**config.mk**
```make
export PLATFORM = sky130hd
export DESIGN_NAME = nibble_serial_sub
export DESIGN_NICKNAME = d
export VERILOG_FILES = /design/src/rtl/sub_pkg.sv /design/src/rtl/borrow_la_gen.sv /design/src/rtl/nibble_serial_sub.sv
export SDC_FILE = /design/constraint.sdc
export NUM_CORES = 1
export LEC_CHECK = 0
export ABC_AREA = 1
export CAP_MARGIN = 20
export CORE_MARGIN = 2
export CORE_UTILIZATION = 51
export DETAILED_ROUTE_END_ITERATION = 10
export PLACE_DENSITY_LB_ADDON = 0.12
export SLEW_MARGIN = 15
export SYNTH_ARGS = -nofsm -noshare
export SYNTH_HDL_FRONTEND = slang
export SYNTH_SLANG_ARGS = --single-unit
export TNS_END_PERCENT = 10
```
**constraint.sdc**
```tcl
create_clock -name clk -period 2.4 [get_ports clk]
set_input_delay 0.48 -clock clk [delete_from_list [all_inputs] [get_ports clk]]
set_output_delay 0.48 -clock clk [all_outputs]
set_load 0.1 [all_outputs]
```
**src/rtl/sub_pkg.sv**
```systemverilog
// Shared types and constants for the nibble-serial subtractor.
// Latency: none. This file holds declarations only.
// Backpressure: not applicable.
package sub_pkg;

    localparam int SLICE_W = 4;

    typedef enum logic [1:0] {
        ST_IDLE = 2'd0,
        ST_RUN  = 2'd1,
        ST_DONE = 2'd2
    } state_e;

endpackage

```
**src/rtl/borrow_la_gen.sv**
```systemverilog
// 4-bit borrow-lookahead slice that computes d = a - b - bin and the slice borrow-out.
// Latency: purely combinational, so the result is available in the same cycle.
// Backpressure: none. Timing is set by the caller.
// Ports: a, b (4-bit operands), bin (borrow-in) -> d (4-bit difference), bout (borrow-out)
module borrow_la_gen
    import sub_pkg::*;
(
    input  logic [SLICE_W-1:0] a,
    input  logic [SLICE_W-1:0] b,
    input  logic               bin,
    output logic [SLICE_W-1:0] d,
    output logic               bout
);

    logic [SLICE_W-1:0] g;   // this bit generates a borrow
    logic [SLICE_W-1:0] p;   // this bit propagates an incoming borrow
    logic [SLICE_W:0]   br;  // borrow into each bit; br[4] is the slice borrow-out

    assign g = ~a & b;
    assign p = ~(a ^ b);

    // Each borrow is written out as a sum of products, so no borrow waits on a lower one.
    assign br[0] = bin;
    assign br[1] = g[0] | (p[0] & bin);
    assign br[2] = g[1] | (p[1] & g[0]) | (p[1] & p[0] & bin);
    assign br[3] = g[2] | (p[2] & g[1]) | (p[2] & p[1] & g[0])
                 | (p[2] & p[1] & p[0] & bin);
    assign br[4] = g[3] | (p[3] & g[2]) | (p[3] & p[2] & g[1])
                 | (p[3] & p[2] & p[1] & g[0]) | (p[3] & p[2] & p[1] & p[0] & bin);

    assign d    = a ^ b ^ br[SLICE_W-1:0];
    assign bout = br[SLICE_W];

endmodule

```
**src/rtl/nibble_serial_sub.sv**
```systemverilog
// Multi-cycle subtractor that computes diff = a - b - bin one 4-bit slice per clock, starting with the LSB slice.
// Latency: out_valid rises NIBBLES edges after the accept edge. Throughput is one result per NIBBLES+2 cycles.
// Backpressure: in_ready is high only in IDLE. The result is held in DONE until out_ready is seen.
// Ports: clk, rst (async, active-high), in_valid/in_ready, a, b, bin,
//        out_valid/out_ready, diff, bout (unsigned borrow-out), ovf (signed overflow)
module nibble_serial_sub
    import sub_pkg::*;
#(
    parameter int WIDTH = 16   // WIDTH must be a multiple of 4 and at least 8
) (
    input  logic             clk,
    input  logic             rst,
    input  logic             in_valid,
    output logic             in_ready,
    input  logic [WIDTH-1:0] a,
    input  logic [WIDTH-1:0] b,
    input  logic             bin,
    output logic             out_valid,
    input  logic             out_ready,
    output logic [WIDTH-1:0] diff,
    output logic             bout,
    output logic             ovf
);

    localparam int NIBBLES = WIDTH / SLICE_W;
    localparam int CNT_W   = (NIBBLES > 1) ? $clog2(NIBBLES) : 1;
    localparam logic [CNT_W-1:0] LAST = CNT_W'(NIBBLES - 1);

    state_e             state_q, state_d;
    logic [CNT_W-1:0]   cnt_q, cnt_d;
    logic [WIDTH-1:0]   a_q, a_d;
    logic [WIDTH-1:0]   b_q, b_d;
    logic               borrow_q, borrow_d;
    logic [WIDTH-1:0]   diff_q, diff_d;
    logic               bout_q, bout_d;
    logic               ovf_q, ovf_d;
    logic               in_ready_q, in_ready_d;
    logic               out_valid_q, out_valid_d;

    logic [SLICE_W-1:0] slice_a, slice_b, slice_d;
    logic               slice_bout;

    // A single slice generator is shared by every nibble. The counter picks the nibble used this cycle.
    assign slice_a = a_q[int'(cnt_q) * SLICE_W +: SLICE_W];
    assign slice_b = b_q[int'(cnt_q) * SLICE_W +: SLICE_W];

    borrow_la_gen u_slice (
        .a    (slice_a),
        .b    (slice_b),
        .bin  (borrow_q),
        .d    (slice_d),
        .bout (slice_bout)
    );

    always_comb begin
        state_d     = state_q;
        cnt_d       = cnt_q;
        a_d         = a_q;
        b_d         = b_q;
        borrow_d    = borrow_q;
        diff_d      = diff_q;
        bout_d      = bout_q;
        ovf_d       = ovf_q;
        in_ready_d  = in_ready_q;
        out_valid_d = out_valid_q;

        case (state_q)
            ST_IDLE: begin
                if (in_valid) begin
                    a_d        = a;
                    b_d        = b;
                    borrow_d   = bin;
                    cnt_d      = '0;
                    in_ready_d = 1'b0;
                    state_d    = ST_RUN;
                end
            end
            ST_RUN: begin
                diff_d[int'(cnt_q) * SLICE_W +: SLICE_W] = slice_d;
                borrow_d = slice_bout;
                cnt_d    = cnt_q + 1'b1;
                if (cnt_q == LAST) begin
                    // Signed overflow occurs when the operand signs differ and the result sign differs from a.
                    // slice_d[3] is the final MSB of the difference.
                    cnt_d       = '0;
                    bout_d      = slice_bout;
                    ovf_d       = (a_q[WIDTH-1] ^ b_q[WIDTH-1])
                                & (a_q[WIDTH-1] ^ slice_d[SLICE_W-1]);
                    out_valid_d = 1'b1;
                    state_d     = ST_DONE;
                end
            end
            ST_DONE: begin
                if (out_ready) begin
                    out_valid_d = 1'b0;
                    in_ready_d  = 1'b1;
                    state_d     = ST_IDLE;
                end
            end
            default: begin
                out_valid_d = 1'b0;
                in_ready_d  = 1'b1;
                state_d     = ST_IDLE;
            end
        endcase
    end

    always_ff @(posedge clk or posedge rst) begin
        if (rst) begin
            state_q     <= ST_IDLE;
            cnt_q       <= '0;
            a_q         <= '0;
            b_q         <= '0;
            borrow_q    <= 1'b0;
            diff_q      <= '0;
            bout_q      <= 1'b0;
            ovf_q       <= 1'b0;
            in_ready_q  <= 1'b1;
            out_valid_q <= 1'b0;
        end else begin
            state_q     <= state_d;
            cnt_q       <= cnt_d;
            a_q         <= a_d;
            b_q         <= b_d;
            borrow_q    <= borrow_d;
            diff_q      <= diff_d;
            bout_q      <= bout_d;
            ovf_q       <= ovf_d;
            in_ready_q  <= in_ready_d;
            out_valid_q <= out_valid_d;
        end
    end

    assign in_ready  = in_ready_q;
    assign out_valid = out_valid_q;
    assign diff      = diff_q;
    assign bout      = bout_q;
    assign ovf       = ovf_q;

endmodule

```
==> impl_metrics.toml <==
[sta]
hold_viol_final = 0
setup_viol = 0
rsz0062_at_grt = "no"
max_freq_mhz = 471
period_share_pct = 88.5
fin_crit_ps = 2120
slew_violations = 0
slew_headroom_pct = 65.2
fin_skew_ps = 6.15
tightestPinTransition_ps = 520
tns_ps = 0

[global_route]
use_met3_pct = 4.88
grt.busiest_layer = "met2"
grt_pass1_vias = 2277
antenna_found_initial = 0
met1_usage_pct = 30.1
grt_pass1_wl_mm = 10.4
grt.total_usage_pct = 22.0
met2_usage_pct = 34.8
grt_overflow = 0
grt_max_degree = 37

[clock_network]
path_clk_slew_ps = 60
cts_hold_buf = 0
insertion_delay_ps = 320
cts_buffer_depth = 2
cts_sinks = 57
root_buffer = "clkbuf_8"
numCtsBuffers = 9
h-tree-depth = 3
cts_tree = "yes"

[min_path]
min_path_type = "reg2reg"

[synth]
synth_nets = 395
synth_area_per_cell_um2 = 7.90
synth_cell_types = 22
async_flop_share_pct = 100
ys.flop_type = "dfrtp_1"
synth_area_mm2 = 0.00274
ys_warn_count = 0
ys_seq_elements = 57
synth_edf_count = 0
ys_seq_area_share_pct = 52.1
syn_inst = 347

[final_layout]
area_growth_pct = 30.2
drive_gt1_share_pct = 12.6
multiInputGateArea_mm2 = 0.00115
nFillCells = 453
final-seq-area_mm2 = 0.00143
final_nets = 462
insertedDiodeCount = 0

[worst_setup_path]
crit_end = "diff[11]$_DFFE_PP0P_"
end_kind = "register"
cp-startpoint = "cnt_q[0]$_DFFE_PP0P_"
path_class = "reg2reg"
required_ps = 2600
reg2reg_from = "cnt_q[0]$_DFFE_PP0P_"
reg2reg_to = "diff[11]$_DFFE_PP0P_"
crit_fanout = 11
r2r_cells = 12
startpoint_type = "register"
arrival_ps = 2320
rrSetupSlack_ps = 280

[route]
wl_mm = 5.98
via_per_inst = 4.93
drtIter0Drc = 187
wl_per_cell_um = 12.2
vias = 2409
dr.pass1.iters = 5
drtAntennaViolNets = 0
drcViolationCount = 0

[status]
status = "finished, final reports clean"

[die]
num_rows = 26
start_util_pct = 53.4
die_w_um = 77.3
ios = 57
coreArea_mm2 = 0.00514
dieArea_mm2 = 0.00598
fp.dieH_um = 77.3

[job]
drv_cap = 0

[place]
post-dp-hpwl_mm = 4.44
port_buffers = 56
place.gp.congestion = 0.859
metal layers:
metal / vias to the layer above / share of wire (%)
met5: - / 0
met4: 0 / 0.80
met3: 4 / 5.3
met2: 72 / 47
met1: 1104 / 47
li1: 1229 / -
cells in the mapped netlist, types with 3 or more instances:
cell | n | area (µm²)
nor2_1 | 27 | 101
o31ai_1 | 3 | 22.5
inv_1 | 27 | 101
nand3_1 | 7 | 35.0
dfrtp_1 | 56 | 1400
a21oi_1 | 6 | 30.0
ha_1 | 10 | 125
o21ai_0 | 27 | 135
o22ai_1 | 4 | 25.0
nand4_1 | 4 | 25.0
nand2_1 | 155 | 582
clkbuf_1 | 7 | 26.3
cell usage in the layout (no fill, tap or decap), types with 6 or more instances in the layout:
master	n
o21ai_0	27
nand3_1	7
buf_4	29
a21oi_1	6
clkbuf_8	10
nand2_1	155
nor2_1	27
clkdlybuf4s50_1	36
ha_1	10
inv_1	25
dfrtp_1	55
critical path, stage by stage, from the launching register on:
cell and delay, ps:
dfrtp_2 450, buf_4 180, o21ai_0 170, o22ai_1 110, ha_1 340, nand2_1 90
nand2_1 50, nor2_1 160, nand2_1 90, nand2_1 110, nand2_1 130, nand2_1 80
o21ai_0 60
logic make-up after synthesis:
kind of cell	after synthesis	share of synthesized area (%)
xor+xnor	1	0.319
flops	57	52.1
buf+inv	40	5.84
compound gates	43	8.76
simple gates	195	27.7
fa+ha+maj	11	5.29
how the worst min path moves through the flow:
| stage | cells after the start | startpoint | end | slack, ps |
|---|---|---|---|---|
| 6_report | 2 | b_q[7]$_DFFE_PP0P_ | b_q[7]$_DFFE_PP0P_ | 480 |
| 5_1_grt | 2 | diff[9]$_DFFE_PP0P_ | diff[9]$_DFFE_PP0P_ | 510 |
| 4_1_cts | 2 | b_q[7]$_DFFE_PP0P_ | b_q[7]$_DFFE_PP0P_ | 480 |
| 3_5_place_dp | 2 | b_q[7]$_DFFE_PP0P_ | b_q[7]$_DFFE_PP0P_ | 460 |
| 3_3_place_gp | 2 | b_q[7]$_DFFE_PP0P_ | b_q[7]$_DFFE_PP0P_ | 460 |
| 2_1_floorplan | 2 | a_q[9]$_DFFE_PP0P_ | a_q[9]$_DFFE_PP0P_ | 440 |
what timing repair did:
item                                    CTS  global route
buffers inserted                          0             4
endpoints found under the setup margin    0             7
gates resized for setup                   0             3
flip-flops by register name, indices dropped and copies added, names as in the netlist:
signal and cells:
state_q 2, b_q 16, ovf 1, bout 1, in_ready 1, a_q 16, borrow_q 1, cnt_q 2
diff 16, out_valid 1
per-stage QoR:
stage          area, µm²  cells  util, %  setup WS (ps)  hold slack (ps)
2_1_floorplan       2740    347        -            295              444
3_3_place_gp        3350    469     65.3            252              464
3_5_place_dp        3350    469     65.3            196              464
4_1_cts             3520    485     68.5            183              481
5_1_grt             3570    489     69.4           41.3              509
6_report            3570    489     69.4            276              479
layout make-up:
| type | instances | share of cell area, % |
|---|---|---|
| Multi-Input combinational cell | 250 | 32.4 |
| Clock inverter | 4 | 0.561 |
| Sequential cell | 57 | 40.0 |
| Timing Repair Buffer | 67 | 17.3 |
| Inverter | 29 | 3.22 |
| Clock buffer | 12 | 4.07 |
| Tap cell | 70 | 2.45 |
Power is not shown: default switching activity piles up to over one toggle a cycle in this logic, so the estimate is an artifact.
